--- src/rtl/sdram_arbiter_n_if.sv ---
// Bridge-side bus of the SDRAM arbiter: one outstanding transaction at a time.
// The arbiter drives the request half (master); the SDRAM bridge answers with
// acknowledge and read data (slave).
interface sdram_arbiter_n_if #(
    parameter int ADDR_W = 22,
    parameter int DATA_W = 128,
    parameter int BE_W   = 16
);
    logic [ADDR_W-1:0] bridge_address;
    logic [BE_W-1:0]   bridge_byte_enable;
    logic              bridge_read;
    logic              bridge_write;
    logic [DATA_W-1:0] bridge_write_data;
    logic              bridge_acknowledge;
    logic [DATA_W-1:0] bridge_read_data;

    modport master (
        output bridge_address,
        output bridge_byte_enable,
        output bridge_read,
        output bridge_write,
        output bridge_write_data,
        input  bridge_acknowledge,
        input  bridge_read_data
    );

    modport slave (
        input  bridge_address,
        input  bridge_byte_enable,
        input  bridge_read,
        input  bridge_write,
        input  bridge_write_data,
        output bridge_acknowledge,
        output bridge_read_data
    );
endinterface

--- src/rtl/sdram_arbiter_n.sv ---
// N-client arbiter in front of the single 128-bit SDRAM bridge.
// Clients 0..PRIO_CLIENTS-1 are fixed priority (lowest index wins), the rest
// share a round-robin group. One bridge transaction runs at a time; the winner
// gets a one-cycle cl_ac with the registered read data.
// Optional feature: define SDRAM_ARB_TIMEOUT_EN to add a watchdog that aborts
// an unacknowledged transaction after TIMEOUT_CYCLES and flags it on cl_err.
//
// state | meaning
// IDLE  | no transaction; arbitrate requests sampled this cycle
// ISSUE | bridge strobe held with stable address/data, waiting for ack
// DONE  | cl_ac pulse to the granted client, then back to IDLE
module sdram_arbiter_n #(
    parameter int N_CLIENTS      = 8,
    parameter int PRIO_CLIENTS   = 2,
    parameter int ADDR_W         = 22,
    parameter int DATA_W         = 128,
    parameter int BE_W           = 16,
    parameter int TIMEOUT_CYCLES = 1023
) (
    input  logic                        clk,
    input  logic                        reset,
    input  logic [N_CLIENTS-1:0]        cl_rd,
    input  logic [N_CLIENTS-1:0]        cl_wr,
    input  logic [N_CLIENTS*ADDR_W-1:0] cl_addr,
    input  logic [N_CLIENTS*DATA_W-1:0] cl_wrdata,
    input  logic [N_CLIENTS*BE_W-1:0]   cl_be,
    output logic [N_CLIENTS-1:0]        cl_wait,
    output logic [N_CLIENTS-1:0]        cl_ac,
    output logic                        cl_err,
    output logic [DATA_W-1:0]           rddata,
    output logic [3:0]                  grant_id,
    output logic                        busy,
    sdram_arbiter_n_if.master           bus
);

    localparam int N_RR = N_CLIENTS - PRIO_CLIENTS;
    localparam logic [4:0] RR_BASE = 5'(PRIO_CLIENTS);

    if (N_CLIENTS < 2 || N_CLIENTS > 16 || PRIO_CLIENTS < 0 ||
        PRIO_CLIENTS > N_CLIENTS || TIMEOUT_CYCLES < 1) begin : g_bad_params
        $error("sdram_arbiter_n: parameter out of range");
    end

    typedef enum logic [1:0] {IDLE, ISSUE, DONE} state_t;

    state_t               state;
    logic [4:0]           rr_ptr;
    logic [N_CLIENTS-1:0] req;
    logic [N_CLIENTS-1:0] grant_onehot;

    logic                 prio_hit;
    logic [3:0]           prio_idx;
    logic                 rr_hit;
    logic [3:0]           rr_idx;
    logic                 win_valid;
    logic                 win_rr;
    logic [3:0]           win_idx;
    logic [4:0]           win_inc;
    logic [4:0]           rr_next;
    logic [ADDR_W-1:0]    win_addr;
    logic [DATA_W-1:0]    win_data;
    logic [BE_W-1:0]      win_be;
    logic                 win_wr;

`ifdef SDRAM_ARB_TIMEOUT_EN
    localparam int WD_W = $clog2(TIMEOUT_CYCLES + 1);
    logic [WD_W-1:0] wdog;
`else
    assign cl_err = 1'b0;
`endif

    assign req          = cl_rd | cl_wr;
    assign cl_wait      = req & ~cl_ac;
    assign busy         = (state != IDLE);
    assign grant_onehot = {{(N_CLIENTS-1){1'b0}}, 1'b1} << grant_id;

    // Winner: lowest-index priority request, else first round-robin request from rr_ptr.
    always_comb begin
        int c;
        c        = 0;
        prio_hit = 1'b0;
        prio_idx = '0;
        rr_hit   = 1'b0;
        rr_idx   = '0;
        // Scanning downwards leaves the lowest index / nearest-to-pointer hit last.
        for (int i = PRIO_CLIENTS - 1; i >= 0; i--) begin
            if (req[i]) begin
                prio_hit = 1'b1;
                prio_idx = 4'(i);
            end
        end
        for (int k = N_RR - 1; k >= 0; k--) begin
            c = int'(rr_ptr) + k;
            if (c >= N_CLIENTS)
                c = c - N_RR;
            if (req[c]) begin
                rr_hit = 1'b1;
                rr_idx = 4'(c);
            end
        end
        win_valid = prio_hit | rr_hit;
        win_rr    = ~prio_hit & rr_hit;
        win_idx   = prio_hit ? prio_idx : rr_idx;
        win_inc   = {1'b0, win_idx} + 5'd1;
        rr_next   = (win_inc >= 5'(N_CLIENTS)) ? RR_BASE : win_inc;
        win_addr  = cl_addr[int'(win_idx)*ADDR_W +: ADDR_W];
        win_data  = cl_wrdata[int'(win_idx)*DATA_W +: DATA_W];
        win_be    = cl_be[int'(win_idx)*BE_W +: BE_W];
        // A client asserting both strobes gets a write; its read is dropped.
        win_wr    = cl_wr[win_idx];
    end

    // Transaction sequencer: latch the winner, hold the strobe until ack (or watchdog), pulse cl_ac.
    always_ff @(posedge clk or posedge reset) begin
        if (reset) begin
            state                  <= IDLE;
            rr_ptr                 <= RR_BASE;
            grant_id               <= '0;
            cl_ac                  <= '0;
            rddata                 <= '0;
            bus.bridge_address     <= '0;
            bus.bridge_byte_enable <= '0;
            bus.bridge_write_data  <= '0;
            bus.bridge_read        <= 1'b0;
            bus.bridge_write       <= 1'b0;
`ifdef SDRAM_ARB_TIMEOUT_EN
            cl_err                 <= 1'b0;
            wdog                   <= '0;
`endif
        end else begin
            case (state)
                IDLE: begin
                    cl_ac <= '0;
                    if (win_valid) begin
                        grant_id               <= win_idx;
                        bus.bridge_address     <= win_addr;
                        bus.bridge_byte_enable <= win_be;
                        bus.bridge_write_data  <= win_data;
                        bus.bridge_write       <= win_wr;
                        bus.bridge_read        <= ~win_wr;
                        if (win_rr)
                            rr_ptr <= rr_next;
`ifdef SDRAM_ARB_TIMEOUT_EN
                        wdog <= '0;
`endif
                        state <= ISSUE;
                    end
                end
                ISSUE: begin
                    if (bus.bridge_acknowledge) begin
                        if (bus.bridge_read)
                            rddata <= bus.bridge_read_data;
                        bus.bridge_read  <= 1'b0;
                        bus.bridge_write <= 1'b0;
                        cl_ac            <= grant_onehot;
`ifdef SDRAM_ARB_TIMEOUT_EN
                        cl_err           <= 1'b0;
`endif
                        state            <= DONE;
                    end
`ifdef SDRAM_ARB_TIMEOUT_EN
                    else if (wdog == WD_W'(TIMEOUT_CYCLES - 1)) begin
                        bus.bridge_read  <= 1'b0;
                        bus.bridge_write <= 1'b0;
                        cl_ac            <= grant_onehot;
                        cl_err           <= 1'b1;
                        state            <= DONE;
                    end else begin
                        wdog <= wdog + 1'b1;
                    end
`endif
                end
                DONE: begin
                    cl_ac <= '0;
`ifdef SDRAM_ARB_TIMEOUT_EN
                    cl_err <= 1'b0;
`endif
                    state <= IDLE;
                end
                default: state <= IDLE;
            endcase
        end
    end

endmodule

--- src/flat_wrapper.sv ---
// flat-port wrapper written by rule: the top's interface ports become plain ports
module sdram_arbiter_n_flat 
#(
    parameter int N_CLIENTS      = 8,
    parameter int PRIO_CLIENTS   = 2,
    parameter int ADDR_W         = 22,
    parameter int DATA_W         = 128,
    parameter int BE_W           = 16,
    parameter int TIMEOUT_CYCLES = 1023
)
  (clk, reset, cl_rd, cl_wr, cl_addr, cl_wrdata, cl_be, cl_wait, cl_ac, cl_err, rddata, grant_id, busy, bus_bridge_address, bus_bridge_byte_enable, bus_bridge_read, bus_bridge_write, bus_bridge_write_data, bus_bridge_acknowledge, bus_bridge_read_data);
  sdram_arbiter_n_if #(.ADDR_W(ADDR_W), .DATA_W(DATA_W), .BE_W(BE_W)) bus_i ();
  input  logic clk;
  input  logic reset;
  input  logic [N_CLIENTS-1:0] cl_rd;
  input  logic [N_CLIENTS-1:0] cl_wr;
  input  logic [N_CLIENTS*ADDR_W-1:0] cl_addr;
  input  logic [N_CLIENTS*DATA_W-1:0] cl_wrdata;
  input  logic [N_CLIENTS*BE_W-1:0] cl_be;
  output logic [N_CLIENTS-1:0] cl_wait;
  output logic [N_CLIENTS-1:0] cl_ac;
  output logic cl_err;
  output logic [DATA_W-1:0] rddata;
  output logic [3:0] grant_id;
  output logic busy;
  output wire logic [$bits(bus_i.bridge_address)-1:0] bus_bridge_address;
  output wire logic [$bits(bus_i.bridge_byte_enable)-1:0] bus_bridge_byte_enable;
  output wire logic [$bits(bus_i.bridge_read)-1:0] bus_bridge_read;
  output wire logic [$bits(bus_i.bridge_write)-1:0] bus_bridge_write;
  output wire logic [$bits(bus_i.bridge_write_data)-1:0] bus_bridge_write_data;
  input wire logic [$bits(bus_i.bridge_acknowledge)-1:0] bus_bridge_acknowledge;
  input wire logic [$bits(bus_i.bridge_read_data)-1:0] bus_bridge_read_data;
  assign bus_bridge_address = bus_i.bridge_address;
  assign bus_bridge_byte_enable = bus_i.bridge_byte_enable;
  assign bus_bridge_read = bus_i.bridge_read;
  assign bus_bridge_write = bus_i.bridge_write;
  assign bus_bridge_write_data = bus_i.bridge_write_data;
  assign bus_i.bridge_acknowledge = bus_bridge_acknowledge;
  assign bus_i.bridge_read_data = bus_bridge_read_data;
  sdram_arbiter_n #(.N_CLIENTS(N_CLIENTS), .PRIO_CLIENTS(PRIO_CLIENTS), .ADDR_W(ADDR_W), .DATA_W(DATA_W), .BE_W(BE_W), .TIMEOUT_CYCLES(TIMEOUT_CYCLES)) u_core (.clk(clk), .reset(reset), .cl_rd(cl_rd), .cl_wr(cl_wr), .cl_addr(cl_addr), .cl_wrdata(cl_wrdata), .cl_be(cl_be), .cl_wait(cl_wait), .cl_ac(cl_ac), .cl_err(cl_err), .rddata(rddata), .grant_id(grant_id), .busy(busy), .bus(bus_i));
endmodule
--- config.mk ---
export PLATFORM = sky130hd
export DESIGN_NAME = sdram_arbiter_n_flat
export DESIGN_NICKNAME = d
export VERILOG_FILES = /design/src/rtl/sdram_arbiter_n_if.sv /design/src/rtl/sdram_arbiter_n.sv /design/src/flat_wrapper.sv
export SDC_FILE = /design/constraint.sdc
export NUM_CORES = 1
export LEC_CHECK = 0
export BUFFER_PORTS_ARGS = -buffer_cell sky130_fd_sc_hd__buf_4
export CAP_MARGIN = 0
export CORE_AREA = 10 10 697 699
export DETAILED_ROUTE_END_ITERATION = 8
export DIE_AREA = 0 0 707 709
export SLEW_MARGIN = 30
export SYNTH_ARGS = -nofsm -noshare
export SYNTH_HDL_FRONTEND = slang
export SYNTH_SLANG_ARGS = --single-unit
--- constraint.sdc ---
create_clock -name clk -period 16.1 [get_ports clk]
set_input_delay 1.61 -clock clk [delete_from_list [all_inputs] [get_ports clk]]
set_output_delay 1.61 -clock clk [all_outputs]
set_load 0.01 [all_outputs]
==> Yosys cells after proc, flatten, opt, wreduce, memory -nomap -nowiden <==
Index checks and enable logic that the tools add are counted.
{ "word_totals": {"ff_bits": 315, "input_bits": 1475, "out_inout_bits": 318, "elab_cells": 117} }
{ "classes": {"addsub": 12, "multipliers": 1, "order_cmp": 14, "eq_ne": 4, "shift": 4, "n_mux": 54, "n_bitwise": 7, "n_reduce_logical": 11} }
{ "ops": {"columns": ["cell", "count"], "rows": [
  ["$shiftx 1024x12->128", 1],
  ["$lt 32x5->1 const B", 6],
  ["$mux 32", 6],
  ["$shiftx 176x32->22", 1],
  ["$ge 32x5->1 const B", 5],
  ["$sub 32x4->32 const B", 5],
  ["$shiftx 128x9->16", 1],
  ["$mux 4", 7],
  ["$mux 1", 26],
  ["$bmux 1 s3", 7],
  ["$pmux 8 s2", 1],
  ["$add 5x2->6 const B", 2],
  ["$add 5x3->6 const B", 2],
  ["$ge 5x4->1 const B", 2],
  ["$reduce_and 3->1", 3],
  ["$and 8x8->8", 1],
  ["$mul 4x4->8 const B", 1],
  ["$mux 8", 1],
  ["$not 8->8", 1],
  ["$or 8x8->8", 1],
  ["$shl 1x4->8 const A", 1],
  ["$add 5x1->6 const B", 1],
  ["$reduce_and 2->1", 3],
  ["$reduce_bool 2->1", 3],
  ["other kinds (16)", 19]
]} }

==> Logic depth before layout (Yosys ltp) <==
{ "depth": {"depth_word": 18, "mapped_depth": 20, "depth_no_buf": 15} }

==> Least setup slack after synthesis <==
Ideal clock, no wire load.
{ "synth_path": {"path_kind": "in2reg", "from": "in cl_wr[1]", "to": "reg u_core.rr_ptr[1]", "setup_ps": 90, "arrival_ps": 4489, "path_slack_ps": 11521, "path_stages": 15, "path_cell_list": "nor2_1 > mux4_2 > mux2i_1 > mux2i_2 > or4b_1 > o211ai_1 > and2_4 > inv_2 > buf_6 > buf_2 > buf_2 > ha_1 > nor4b_1 > a21o_1 > a22oi_1"} }
{ "synth_via": {"elab_chain_cells": 14, "word_cells_on_any_way": 43, "classes_between": "add/sub (1); order compare (1); mux (36); bitwise (4); reduce/logical (1)"} }
{ "synth_lines": {"columns": ["element", "line", "text"], "rows": [
  ["start, declared", "flat_wrapper.sv:16", "input logic [N_CLIENTS-1:0] cl_wr;"],
  ["$or 8x8->8 (*)", "sdram_arbiter_n.sv:72", "assign req = cl_rd | cl_wr;"],
  ["$bmux 1 s3", "sdram_arbiter_n.sv:96", "if (req[c]) begin"],
  ["$mux 1 (not written as such) (2 in series)", "sdram_arbiter_n.sv:96", null],
  ["$mux 4 (6 in series)", "sdram_arbiter_n.sv:96", null],
  ["$mux 4 (*)", "sdram_arbiter_n.sv:103", "win_idx = prio_hit ? prio_idx : rr_idx;"],
  ["via u_core.win_idx[1]", "sdram_arbiter_n.sv:57", "logic [3:0] win_idx;"],
  ["$add 4x1->5 (*)", "sdram_arbiter_n.sv:104", "win_inc = {1'b0, win_idx} + 5'd1;"],
  ["$ge 5x4->1", "sdram_arbiter_n.sv:105", "rr_next = (win_inc >= 5'(N_CLIENTS)) ? RR_BASE : win_inc;"],
  ["$mux 5 (*)", "sdram_arbiter_n.sv:105", null],
  ["end signal, assigned", "sdram_arbiter_n.sv:142", "rr_ptr <= rr_next;"],
  ["end, declared", "sdram_arbiter_n.sv:47", "logic [4:0] rr_ptr;"]
]} }
Mark *: on every way through the listed nets, which the timed path passes. The rest lies on a longest branch. The select of a mux whose other input is x is not followed.
A chain may end at the register's enable or synchronous reset.

==> Final worst setup path <==
{ "layout_path": {"from": "reg u_core.rr_ptr[1]", "to": "reg u_core.bus.bridge_byte_enable[4]"} }
{ "layout_via": {"elab_chain_cells": 14, "word_cells_on_any_way": 57, "classes_between": "add/sub (11); order compare (6); shift (1); mux (37); bitwise (1); reduce/logical (1)"} }
{ "layout_lines": {"columns": ["element", "line", "text"], "rows": [
  ["$add 5x3->6", "sdram_arbiter_n.sv:93", "c = int'(rr_ptr) + k;"],
  ["$sub 32x4->32 / $ge 32x5->1 (equally long branches)", "sdram_arbiter_n.sv:95, sdram_arbiter_n.sv:94", null],
  ["$mux 32", "sdram_arbiter_n.sv:94", "if (c >= N_CLIENTS)"],
  ["$bmux 1 s3", "sdram_arbiter_n.sv:96", null],
  ["$mux 1 (not written as such) (2 in series)", "sdram_arbiter_n.sv:96", null],
  ["$mux 4 / $mux 1 (equally long branches) (6 in series)", "sdram_arbiter_n.sv:96", null],
  ["$mux 4 / $or 1x1->1 (equally long branches)", "sdram_arbiter_n.sv:103, sdram_arbiter_n.sv:101", null],
  ["$shiftx 128x9->16 / $reduce_and 2->1 (equally long branches)", null, null],
  ["end signal, assigned", "sdram_arbiter_n.sv:137", "bus.bridge_byte_enable <= win_be;"],
  ["end, declared", "sdram_arbiter_n_if.sv:19", "output bridge_byte_enable,"]
]} }
Parallel ways exist; a longest one is shown, timed or not. The select of a mux whose other input is x is not followed.

==> flow_summary.ini <==
[synthesis]
ys_types = 80
synth_area_leaders = dfrtp_1 (34%), mux2i_1 (15%), a32oi_1 (13%)
synth_area_leader_cell = dfrtp_1
netlist_area_um2 = 23220
syn_inst = 2486
ys.flop_type = dfrtp_1
synth_nets = 3972
synth_enable_flop_cells = 0
yosysWarnings = 0
ys_seq_area_frac = 0.3396
avgSynthCellArea_um2 = 9.339
synth_top_area_share = 0.3384
synthArstFlopShare = 1.000
synth-seq-cells = 315

[run_status]
outcome = finished clean

[worst_setup_path]
startpoint_type = flip-flop
r2r-start = u_core.rr_ptr[1]
startpoint = u_core.rr_ptr[1]
critPathSlowestCell = buf_4
worstPathRequired_ns = 16.76
crit_type = flip-flop to flip-flop
cpMostUsedCell = buf_4
cp_max_fo = 59
end_kind = flip-flop
ff2ff_setup_slack_ns = 8.82
crit_arrival_ns = 7.94
cp_cell_sequence = inv_1 > ha_1 > ha_1 > nand2_1 > a21oi_1 > mux2_1 > a221oi_2 > and2_1 > a32oi_1 > and2_4 > inv_8 > buf_4 > buf_4 > buf_4 > mux2i_1 > a32oi_2 > buf_4 > a32o_1
critPathMaxStageDelay_ns = 0.87

[timing]
period_share = 0.4522
final.min_clock_period_ns = 7.280
final-hold-violation-count = 0
drv_slew = 0
setup_viol = 0
skew_ns = 0.05917
slew_headroom = 0.3020
max_freq_mhz = 137.4
worst_pin_slew_ns = 1.027
setup_tns_ns = 0
rsz0062_at_grt = false

[hold_path]
hp-class = flip-flop to flip-flop
hold_path_startpoint = u_core.bus.bridge_address[6]

[clock_tree]
cts_tree = built
numCtsBuffers = 56
clk_latency_ns = 0.80
root_buffer = clkbuf_16
cts.sinks = 315
cts_setup_buffers = 0
cts_hold_buffers = 0
cts.reportedPaths.clkPinSlew_ns = 0.06
postCtsResizedCells = 0
ctsHtreeMaxLevel = 2
clock_path_buffers = 3

[routing]
drt_iter0_drc = 3986
vias = 33210
avgViaCountPerCell = 3.152
drc_errors = 0
dr.pass1.iters = 7
ant_nets = 0
wirelength_mm = 426.3
wl_per_cell_um = 40.45

[finish]
layout-drive-gt1-share = 0.5081
area_growth_syn_to_layout_pct = 98.41
register_area_um2 = 7884
filler_cell_count = 54770
multi_input_area_um2 = 14080
layout.nets = 5635

[floorplan]
dieArea_um2 = 501300
ios = 1793
row_count = 252
core_um2 = 470700
die_h_um = 709
fp.dieW_um = 707
start_util = 0.04932

[global_routing]
overflow = 0
grt_max_degree = 94
grt_usage = 0.1605
antenna_found_initial = 468
grt_pass1_vias = 31520
grt_pass1_wl_mm = 494.3

[power]
p_total_mw = 7.039
p_per_area_nw_per_um2 = 152.8
ir_drop_mv = 0.1048
p_leak_nw = 17.92

[placement]
gp_congestion = 1.031
hpwlAfterDp_mm = 382.9
io_buffers = 1791

[flow_run]
max-cap-violations = 0
-- state kept, by name (all words and copies together), names as in the netlist --
signal	cells
u_core.rr_ptr	5
u_core.rddata	128
u_core.bus.bridge_write_data	128
u_core.cl_ac	8
u_core.bus.bridge_read	1
u_core.grant_id	4
u_core.state	2
u_core.bus.bridge_address	22
u_core.bus.bridge_write	1
u_core.bus.bridge_byte_enable	16
-- power by group --
group	leakage, nW	internal [mW]	switching [mW]
Combinational	13.2	1.48	2.65
Clock	0.932	0.768	0.635
Sequential	3.82	1.19	0.307
-- metrics by stage --
step	hold WS, ns	cell area (um^2)	worst slack, ns	util	instances
after floorplan	0.5199	23220	5.777	-	2486
after global placement	0.4754	43760	8.582	0.09297	10310
after detailed placement	0.4824	43800	8.597	0.09304	10310
after CTS	0.4940	45740	8.626	0.09716	10420
after global routing	0.5003	45930	8.348	0.09756	10480
final	0.4895	46070	8.820	0.09786	10540
-- worst max-delay path: cells and delay by family (launching register included) --
| family | cells | cell delay (ns) |
|---|---|---|
| adder cells (fa/ha/maj) | 2 | 1.06 |
| AO/OA/AOI/OAI | 5 | 1.03 |
| multiplexers | 2 | 0.63 |
| buffers and inverters | 6 | 2.71 |
| flip-flops | 1 | 0.69 |
| AND/OR/NAND/NOR | 3 | 0.83 |
-- layer usage --
metal	GRT usage	up-vias	wire length (um)
met3	0.09809	881	59410
met1	0.1614	16420	142800
li1	-	13030	-
met2	0.2759	2620	206900
met4	0.04841	262	15320
met5	0	-	1761
-- cells in the mapped netlist (all sizes together) (4+ instances only) --
master and count:
inv 13, a32oi 333, o21ai 15, nand3 9, a21oi 21, nand2 694
nand3b 5, a21o 6, a211oi 10, a21boi 4, mux4 6, ha 11
a32o 167, clkbuf 88, or3b 4, dfrtp 314, nor3 12, nor2 36
mux2 134, and2 6, nor2b 6, mux2i 347, buf 162, nand2b 10
xnor2 6, xor2 5, o31ai 11
-- final cells by class --
type / instances / share of cell area
clock inverters: 30 / 0.009398
inverters: 13 / 0.001385
clock buffers: 71 / 0.03273
well taps: 6223 / 0.1690
multi-input cells: 1908 / 0.3056
repair buffers: 1855 / 0.3040
diodes: 123 / 0.006682
flip-flops and latches: 315 / 0.1711
-- worst paths after layout --
check	endpoint	cells past startpoint
max	u_core.bus.bridge_byte_enable[4]	18
min in group asynchronous	u_core.rddata[2]	2
min reg2reg	u_core.bus.bridge_address[6]	1
max reg2reg	u_core.bus.bridge_byte_enable[4]	18
min	u_core.bus.bridge_address[6]	1
max in group asynchronous	u_core.bus.bridge_write_data[64]	5
-- placed cells by master (no fill, tap or decap), drive strengths merged, types with 9 or more instances in the layout --
cell type / netlist / final
a211oi: 10 / 10
a21oi: 21 / 21
a32o: 167 / 167
a32oi: 333 / 333
buf: 162 / 1855
clkbuf: 88 / 71
clkinv: 0 / 11
dfrtp: 314 / 314
diode: 0 / 123
ha: 11 / 11
inv: 13 / 22
mux2: 134 / 134
mux2i: 347 / 347
nand2: 694 / 694
nand2b: 10 / 10
nand3: 9 / 9
nor2: 36 / 36
nor3: 12 / 12
o21ai: 15 / 15
o31ai: 11 / 11
-- kinds of logic (layout without fill, tap and decap cells) --
logic type	count (synthesis)	after routing	synth area share
mux	487	487	0.2211
xor+xnor	11	11	0.004796
flops	315	315	0.3396
simple gates	794	794	0.1363
compound gates	604	604	0.2328
buf+inv	263	1969	0.05933
other cells	1	124	0.0001615
fa+ha+maj	11	11	0.005928
No activity file was read; power rests on OpenSTA's default activity.
